`src/rtl/datamem_arbiter_if.sv`:
```
// Bundle of both requester ports and the data-memory side of the datamem arbiter.
// The arbiter uses the slave view; requesters plus memory model use the master view.
interface datamem_arbiter_if #(
  parameter int unsigned ADDR_W = 8,
  parameter int unsigned DATA_W = 8
);
  logic              p0_req;
  logic              p0_we;
  logic [ADDR_W-1:0] p0_addr;
  logic [DATA_W-1:0] p0_wdata;
  logic              p0_gnt;
  logic              p0_rvalid;
  logic [DATA_W-1:0] p0_rdata;

  logic              p1_req;
  logic              p1_we;
  logic [ADDR_W-1:0] p1_addr;
  logic [DATA_W-1:0] p1_wdata;
  logic              p1_gnt;
  logic              p1_rvalid;
  logic [DATA_W-1:0] p1_rdata;

  logic              mem_en;
  logic [ADDR_W-1:0] mem_waddr;
  logic [ADDR_W-1:0] mem_raddr;
  logic [DATA_W-1:0] mem_wdata;
  logic [DATA_W-1:0] mem_rdata;

  modport slave (
    input  p0_req, p0_we, p0_addr, p0_wdata,
    input  p1_req, p1_we, p1_addr, p1_wdata,
    input  mem_rdata,
    output p0_gnt, p0_rvalid, p0_rdata,
    output p1_gnt, p1_rvalid, p1_rdata,
    output mem_en, mem_waddr, mem_raddr, mem_wdata
  );

  modport master (
    output p0_req, p0_we, p0_addr, p0_wdata,
    output p1_req, p1_we, p1_addr, p1_wdata,
    output mem_rdata,
    input  p0_gnt, p0_rvalid, p0_rdata,
    input  p1_gnt, p1_rvalid, p1_rdata,
    input  mem_en, mem_waddr, mem_raddr, mem_wdata
  );
endinterface

```
`src/rtl/datamem_arbiter.sv`:
```
// Two-port arbiter for the single-ported data memory: port 0 has fixed priority,
// port 1 is forced through after MAX_WAIT consecutive lost arbitrations.
module datamem_arbiter #(
  parameter int unsigned ADDR_W   = 8,
  parameter int unsigned DATA_W   = 8,
  parameter int unsigned MAX_WAIT = 4
) (
  input  logic                   clk,
  input  logic                   rst_n,
  datamem_arbiter_if.slave       bus
);
  localparam int unsigned CNT_W = 4;

  typedef enum logic {IDLE = 1'b0, ACCESS = 1'b1} state_e;

  typedef struct packed {
    logic              we;
    logic [ADDR_W-1:0] addr;
    logic [DATA_W-1:0] wdata;
  } acc_t;

  state_e            state_q, state_d;
  acc_t              acc_q, acc_d;
  logic              sel_q, sel_d;
  logic [CNT_W-1:0]  wait_cnt, wait_cnt_d;
  logic              p0_gnt_q, p0_gnt_d, p1_gnt_q, p1_gnt_d;
  logic              p0_rvalid_q, p0_rvalid_d, p1_rvalid_q, p1_rvalid_d;
  logic [DATA_W-1:0] p0_rdata_q, p0_rdata_d, p1_rdata_q, p1_rdata_d;
  logic              mem_en_q, mem_en_d;
  logic              any_req, win1;

  assign any_req = bus.p0_req | bus.p1_req;
  // Port 1 wins when alone, or when it has been starved long enough.
  assign win1    = bus.p1_req & (~bus.p0_req | (wait_cnt == CNT_W'(MAX_WAIT)));

  always_ff @(posedge clk or negedge rst_n) begin
    if (!rst_n) state_q <= IDLE;
    else        state_q <= state_d;
  end

  always_comb begin
    state_d = state_q;
    case (state_q)
      IDLE:    if (any_req) state_d = ACCESS;
      ACCESS:  state_d = IDLE;
      default: state_d = IDLE;
    endcase
  end

  always_comb begin
    acc_d       = acc_q;
    sel_d       = sel_q;
    wait_cnt_d  = wait_cnt;
    p0_gnt_d    = 1'b0;
    p1_gnt_d    = 1'b0;
    p0_rvalid_d = 1'b0;
    p1_rvalid_d = 1'b0;
    p0_rdata_d  = p0_rdata_q;
    p1_rdata_d  = p1_rdata_q;
    mem_en_d    = 1'b0;
    case (state_q)
      IDLE: begin
        if (any_req) begin
          sel_d       = win1;
          acc_d.we    = win1 ? bus.p1_we    : bus.p0_we;
          acc_d.addr  = win1 ? bus.p1_addr  : bus.p0_addr;
          acc_d.wdata = win1 ? bus.p1_wdata : bus.p0_wdata;
          p0_gnt_d    = ~win1;
          p1_gnt_d    = win1;
          mem_en_d    = acc_d.we;
        end
        // Reaching this else-if implies both ports requested and port 0 won.
        if (!bus.p1_req || win1) begin
          wait_cnt_d = '0;
        end else if (wait_cnt < CNT_W'(MAX_WAIT)) begin
          wait_cnt_d = wait_cnt + CNT_W'(1);
        end
      end
      ACCESS: begin
        if (!acc_q.we) begin
          if (sel_q) begin
            p1_rvalid_d = 1'b1;
            p1_rdata_d  = bus.mem_rdata;
          end else begin
            p0_rvalid_d = 1'b1;
            p0_rdata_d  = bus.mem_rdata;
          end
        end
      end
      default: ;
    endcase
  end

  // Async reset also kills an in-flight mem_en so the write never commits.
  always_ff @(posedge clk or negedge rst_n) begin
    if (!rst_n) begin
      acc_q       <= '0;
      sel_q       <= 1'b0;
      wait_cnt    <= '0;
      p0_gnt_q    <= 1'b0;
      p1_gnt_q    <= 1'b0;
      p0_rvalid_q <= 1'b0;
      p1_rvalid_q <= 1'b0;
      p0_rdata_q  <= '0;
      p1_rdata_q  <= '0;
      mem_en_q    <= 1'b0;
    end else begin
      acc_q       <= acc_d;
      sel_q       <= sel_d;
      wait_cnt    <= wait_cnt_d;
      p0_gnt_q    <= p0_gnt_d;
      p1_gnt_q    <= p1_gnt_d;
      p0_rvalid_q <= p0_rvalid_d;
      p1_rvalid_q <= p1_rvalid_d;
      p0_rdata_q  <= p0_rdata_d;
      p1_rdata_q  <= p1_rdata_d;
      mem_en_q    <= mem_en_d;
    end
  end

  assign bus.p0_gnt    = p0_gnt_q;
  assign bus.p1_gnt    = p1_gnt_q;
  assign bus.p0_rvalid = p0_rvalid_q;
  assign bus.p1_rvalid = p1_rvalid_q;
  assign bus.p0_rdata  = p0_rdata_q;
  assign bus.p1_rdata  = p1_rdata_q;
  assign bus.mem_en    = mem_en_q;
  assign bus.mem_waddr = acc_q.addr;
  assign bus.mem_raddr = acc_q.addr;
  assign bus.mem_wdata = acc_q.wdata;
endmodule

```
`src/flat_wrapper.sv`:
```
// flat-port wrapper written by rule: the top's interface ports become plain ports
module datamem_arbiter_flat 
#(
  parameter int unsigned ADDR_W   = 8,
  parameter int unsigned DATA_W   = 8,
  parameter int unsigned MAX_WAIT = 4
)
  (clk, rst_n, bus_p0_req, bus_p0_we, bus_p0_addr, bus_p0_wdata, bus_p1_req, bus_p1_we, bus_p1_addr, bus_p1_wdata, bus_mem_rdata, bus_p0_gnt, bus_p0_rvalid, bus_p0_rdata, bus_p1_gnt, bus_p1_rvalid, bus_p1_rdata, bus_mem_en, bus_mem_waddr, bus_mem_raddr, bus_mem_wdata);
  datamem_arbiter_if #(.ADDR_W(ADDR_W), .DATA_W(DATA_W)) bus_i ();
  input  logic clk;
  input  logic rst_n;
  input wire logic [$bits(bus_i.p0_req)-1:0] bus_p0_req;
  input wire logic [$bits(bus_i.p0_we)-1:0] bus_p0_we;
  input wire logic [$bits(bus_i.p0_addr)-1:0] bus_p0_addr;
  input wire logic [$bits(bus_i.p0_wdata)-1:0] bus_p0_wdata;
  input wire logic [$bits(bus_i.p1_req)-1:0] bus_p1_req;
  input wire logic [$bits(bus_i.p1_we)-1:0] bus_p1_we;
  input wire logic [$bits(bus_i.p1_addr)-1:0] bus_p1_addr;
  input wire logic [$bits(bus_i.p1_wdata)-1:0] bus_p1_wdata;
  input wire logic [$bits(bus_i.mem_rdata)-1:0] bus_mem_rdata;
  output wire logic [$bits(bus_i.p0_gnt)-1:0] bus_p0_gnt;
  output wire logic [$bits(bus_i.p0_rvalid)-1:0] bus_p0_rvalid;
  output wire logic [$bits(bus_i.p0_rdata)-1:0] bus_p0_rdata;
  output wire logic [$bits(bus_i.p1_gnt)-1:0] bus_p1_gnt;
  output wire logic [$bits(bus_i.p1_rvalid)-1:0] bus_p1_rvalid;
  output wire logic [$bits(bus_i.p1_rdata)-1:0] bus_p1_rdata;
  output wire logic [$bits(bus_i.mem_en)-1:0] bus_mem_en;
  output wire logic [$bits(bus_i.mem_waddr)-1:0] bus_mem_waddr;
  output wire logic [$bits(bus_i.mem_raddr)-1:0] bus_mem_raddr;
  output wire logic [$bits(bus_i.mem_wdata)-1:0] bus_mem_wdata;
  assign bus_i.p0_req = bus_p0_req;
  assign bus_i.p0_we = bus_p0_we;
  assign bus_i.p0_addr = bus_p0_addr;
  assign bus_i.p0_wdata = bus_p0_wdata;
  assign bus_i.p1_req = bus_p1_req;
  assign bus_i.p1_we = bus_p1_we;
  assign bus_i.p1_addr = bus_p1_addr;
  assign bus_i.p1_wdata = bus_p1_wdata;
  assign bus_i.mem_rdata = bus_mem_rdata;
  assign bus_p0_gnt = bus_i.p0_gnt;
  assign bus_p0_rvalid = bus_i.p0_rvalid;
  assign bus_p0_rdata = bus_i.p0_rdata;
  assign bus_p1_gnt = bus_i.p1_gnt;
  assign bus_p1_rvalid = bus_i.p1_rvalid;
  assign bus_p1_rdata = bus_i.p1_rdata;
  assign bus_mem_en = bus_i.mem_en;
  assign bus_mem_waddr = bus_i.mem_waddr;
  assign bus_mem_raddr = bus_i.mem_raddr;
  assign bus_mem_wdata = bus_i.mem_wdata;
  datamem_arbiter #(.ADDR_W(ADDR_W), .DATA_W(DATA_W), .MAX_WAIT(MAX_WAIT)) u_core (.clk(clk), .rst_n(rst_n), .bus(bus_i));
endmodule
```
`config.mk`:
```
export PLATFORM = sky130hd
export DESIGN_NAME = datamem_arbiter_flat
export DESIGN_NICKNAME = d
export VERILOG_FILES = /design/src/rtl/datamem_arbiter_if.sv /design/src/rtl/datamem_arbiter.sv /design/src/flat_wrapper.sv
export SDC_FILE = /design/constraint.sdc
export NUM_CORES = 1
export LEC_CHECK = 0
export ABC_AREA = 1
export BUFFER_PORTS_ARGS = -buffer_cell sky130_fd_sc_hd__buf_4
export CORE_MARGIN = 1.5
export CORE_UTILIZATION = 45
export CTS_CLUSTER_SIZE = 30
export DETAILED_ROUTE_END_ITERATION = 12
export GPL_TIMING_DRIVEN = 0
export PLACE_DENSITY = 0.75
export SLEW_MARGIN = 0
export SYNTH_ARGS = -nofsm -noshare
export SYNTH_HDL_FRONTEND = slang
export SYNTH_SLANG_ARGS = --single-unit
```
`constraint.sdc`:
```
create_clock -name clk -period 3.1 [get_ports clk]
set_clock_uncertainty 0.15 [all_clocks]
set_input_delay 0.155 -clock clk [delete_from_list [all_inputs] [get_ports clk]]
set_output_delay 0.155 -clock clk [all_outputs]
set_load 0.05 [all_outputs]
```
==> summary.txt <==
Critical path
  – Reg-to-Reg Start: u_core.wait_cnt[0]
  – Kind of launch point of the worst setup path: flop
  – Data arrival, critical path: 2.20 ns
  – Setup CP Type: flop to flop
  – Capture point of the worst path: u_core.bus.mem_wdata[3]
  – Startpoint of the worst setup timing path: u_core.wait_cnt[0]
  – Endpoint of the worst-slack reg-to-reg timing path: u_core.bus.mem_wdata[3]
  – Depth of the most critical reg-to-reg path: 9
  – Crit path max fanout: 10
  – Endpoint class of the critical path: flop
  – R2R Setup Slk: a little over 0.9 ns
  – Data required time at the worst endpoint: about 3.1 ns

CTS
  – Later-pin clock latency in the skew report: around 0.30 ns
  – Gates resized, CTS repair: 0
  – Deepest level of the CTS H-tree: 2
  – Maximum buffer depth of the clock tree: 2
  – Number of hold-repair buffers added at the cts stage: 35
  – Post-CTS Setup Repair Bufs: 0
  – Clock tree from TritonCTS: built
  – Number of clock buffers inserted by TritonCTS: 5
  – Number of sinks driven by the clock tree: 44
  – Master cell of the clock root buffer: sky130_fd_sc_hd__clkbuf_8
  – Clock transition at the registers of the reported paths: 0.09 ns

Synth
  – FF+latch count, synth: 44
  – Number of standard cells after synthesis: between 200 and 250
  – Main combinational cell family by area after synthesis: simple AND/OR/NAND/NOR gates
  – Post-synthesis net count: between 200 and 300
  – Multiplexer fraction of the synthesized cell area: 0%
  – XOR/XNOR Fraction of Synth Area: less than 1%
  – Adder and majority cell fraction of the synthesized area: under 10%
  – Area share of and/or/nand/nor cells after synthesis: between 20% and 30%
  – Top post-synthesis cells by area: sky130_fd_sc_hd__dfrtp_1 (49%), sky130_fd_sc_hd__buf_4 (8.0%), sky130_fd_sc_hd__nand2_1 (8.0%)
  – Number of distinct library cells after synthesis: 21
  – Post-synth design cell area: ~2200 um2
  – Post-synth top area share: approximately half
  – Cell taking the most area after synthesis: sky130_fd_sc_hd__dfrtp_1
  – Synth warn: 0
  – Sequential fraction of the synthesis area: approximately half
  – Syn avg cell area: between 9 and 10 um2
  – Post-synthesis compound-gate area fraction: under 10%

Routing
  – First DRT Iteration DRCs: approximately 120
  – DR vias: 2,078
  – Aggregate routed wire length: a little under 6000 um
  – Iteration count of the initial detailed-routing pass: 4
  – Vias per cell: about 4.8
  – WL per Instance: 13.3 um
  – Detail Route Antenna Nets: 0
  – DRC violation count after routing: 0

STA
  – Final Hold Vio Count: 0
  – Worst max-slew margin expressed relative to the limit: 62.2%
  – Achievable frequency: approximately 460 MHz
  – Final count of pins violating max slew: 0
  – Post-route worst setup slack: a little over 0.9 ns
  – Min Tclk post-route: between 2 and 2.5 ns
  – RSZ-0062 raised after global routing: false
  – Ratio of final minimum period to clock period: between 70% and 80%
  – Count of final setup violators: 0
  – Worst-margin pin slew: about 0.57 ns
  – Post-route setup TNS: 0 ns

Global route
  – Residual overflow from global routing: 0
  – Maximum number of pins on one net before global-route repair: 45
  – Initial antenna violation count: 0
  – Tot GR Track Use: between 20% and 30%
  – Global-route wire length before repair: 9370 um
  – Vias in the first global route: 2,105

Placed design
  – DP Cell Count: 392
  – Worst setup slack before clock tree synthesis: between 1 and 1.5 ns
  – Number of I/O port buffers: 90
  – Routability Congestion: 0.779
  – HPWL after detailed placement: roughly 3900 um
  – Placement-stage cell area: ~3000 um2

Pwr
  – Power per unit of standard cell area: roughly 750 nW/um2
  – Static leakage: 1.84 nW
  – Max IR drop VDD: around 0.00053 V

Worst hold path
  – Hold path startpoint: bus_p1_addr[6]
  – Type of the worst min-delay path: primary input to flop

Status
  – Run status: finished clean

Finish
  – Final layout net count: 415
  – Final std cell area, no fill: approximately 3500 um2
  – Post-layout instance count excluding filler cells: between 400 and 500
  – Fraction of final layout cells sized beyond drive strength 1: between 40% and 50%
  – ANT cells: 0
  – Area growth syn-to-layout: 54.6%

Die
  – Die outline area: around 5400 um2
  – Placeable Area: about 4800 um2
  – Die height: approximately 74 um
  – Core Rows: 25
  – Initial cell density of the core: between 40% and 50%
  – Num ports: 91
  – Die width: ~74 um

Flow run
  – Count of max-cap constraint violations: 0
==> power breakdown <==
part | switching (mW) | internal, mW
registers | 0.0904 | 0.723
logic | 0.851 | 0.477
clock network | 0.208 | 0.243
==> worst max-delay path, cell delays in order (launching register included) <==
cell and delay (ns):
sky130_fd_sc_hd__dfrtp_1 0.42, sky130_fd_sc_hd__inv_1 0.07, sky130_fd_sc_hd__ha_1 0.16, sky130_fd_sc_hd__nand3_2 0.12, sky130_fd_sc_hd__nand2_4 0.16, sky130_fd_sc_hd__nand2_4 0.12, sky130_fd_sc_hd__buf_6 0.18, sky130_fd_sc_hd__nand3_2 0.07
sky130_fd_sc_hd__nand3_2 0.05, sky130_fd_sc_hd__dlygate4sd3_1 0.56
==> state kept, by name, summed over array words and instances (netlist names) <==
name                  count
u_core.bus.p0_gnt         1
u_core.sel_q              1
u_core.acc_q              1
u_core.bus.mem_wdata      8
u_core.bus.p1_gnt         1
u_core.bus.p0_rdata       8
u_core.state_q            1
u_core.bus.p0_rvalid      1
u_core.bus.mem_en         1
u_core.bus.mem_raddr      8
u_core.bus.p1_rdata       8
u_core.bus.p1_rvalid      1
u_core.wait_cnt           4
==> cells in the final DEF (no fill, tap or decap) <==
cell                            instances
sky130_fd_sc_hd__nand2_4                2
sky130_fd_sc_hd__buf_6                  2
sky130_fd_sc_hd__buf_8                  1
sky130_fd_sc_hd__inv_1                 21
sky130_fd_sc_hd__a21oi_1                2
sky130_fd_sc_hd__buf_4                114
sky130_fd_sc_hd__nor2_1                 4
sky130_fd_sc_hd__clkbuf_8              11
sky130_fd_sc_hd__xnor2_1                1
sky130_fd_sc_hd__o21ai_1                3
sky130_fd_sc_hd__buf_2                  2
sky130_fd_sc_hd__inv_2                  2
sky130_fd_sc_hd__o21ai_0               13
sky130_fd_sc_hd__ha_1                   2
sky130_fd_sc_hd__dfrtp_1               44
sky130_fd_sc_hd__bufinv_16              1
sky130_fd_sc_hd__dlygate4sd3_1         35
sky130_fd_sc_hd__o21ai_2                2
sky130_fd_sc_hd__nand3_1               22
sky130_fd_sc_hd__nand2_1               48
sky130_fd_sc_hd__nand3_2               17
sky130_fd_sc_hd__inv_6                  1
sky130_fd_sc_hd__nand4_1               16
sky130_fd_sc_hd__nor2_2                 1
sky130_fd_sc_hd__clkinvlp_4             1
==> per-stage QoR <==
stage	utilization, %	hold WS [ns]	power [mW]
finish	72.9	0.00120	2.59
global route	72.9	0.00679	2.71
CTS	72.9	0.00251	2.60
detailed placement	63.2	0.0362	2.08
global placement	63.2	0.0344	2.07
floorplan	-	-0.291	1.70
==> synth_stat cells <==
library cell and number:
sky130_fd_sc_hd__a21oi_1 2, sky130_fd_sc_hd__buf_2 2, sky130_fd_sc_hd__buf_4 24, sky130_fd_sc_hd__buf_6 2, sky130_fd_sc_hd__buf_8 1, sky130_fd_sc_hd__clkbuf_8 6, sky130_fd_sc_hd__dfrtp_1 44, sky130_fd_sc_hd__ha_1 2
sky130_fd_sc_hd__inv_1 21, sky130_fd_sc_hd__inv_2 2, sky130_fd_sc_hd__nand2_1 48, sky130_fd_sc_hd__nand2_4 2, sky130_fd_sc_hd__nand3_1 22, sky130_fd_sc_hd__nand3_2 17, sky130_fd_sc_hd__nand4_1 16, sky130_fd_sc_hd__nor2_1 4
sky130_fd_sc_hd__nor2_2 1, sky130_fd_sc_hd__o21ai_0 13, sky130_fd_sc_hd__o21ai_1 3, sky130_fd_sc_hd__o21ai_2 2, sky130_fd_sc_hd__xnor2_1 1
==> logic make-up (layout without fill, tap and decap cells) <==
kind of cell | count (synthesis) | after routing
flops | 44 | 44
buf+inv | 58 | 191
compound gates | 20 | 20
simple gates | 110 | 110
fa+ha+maj | 2 | 2
xor+xnor | 1 | 1
==> worst min-delay path by stage <==
stage	end	slack (ns)	depth (start not counted)
floorplan	u_core.acc_q[16]	-0.29	0
global placement	u_core.bus.mem_wdata[6]	0.03	1
detailed placement	u_core.wait_cnt[3]	0.04	1
CTS	u_core.bus.mem_raddr[6]	0.003	3
global route	u_core.bus.mem_wdata[4]	0.007	3
finish	u_core.bus.mem_raddr[6]	0.001	3
==> per-layer routing <==
metal	wire, um	share of wire, %	global-route usage [%]	vias to the layer above
li1	-	-	-	1007
met1	2410	41	28.7	992
met2	2990	51	37.7	69
met3	292	5.0	4.66	10
met4	119	2.1	9.26	0
met5	0	0	0	-
==> layout make-up <==
| cell class | count | area, um2 |
|---|---|---|
| Tap cell | 67 | 83.8 |
| Buffer | 35 | 310 |
| Clock buffer | 5 | 68.8 |
| Multi-Input combinational cell | 133 | 746 |
| Timing Repair Buffer | 125 | 1030 |
| Sequential cell | 44 | 1100 |
| Fill cell | 373 | 1290 |
| Inverter | 23 | 86.3 |
| Clock inverter | 3 | 46.3 |
Note: power is estimated with default switching activity, not from simulation.
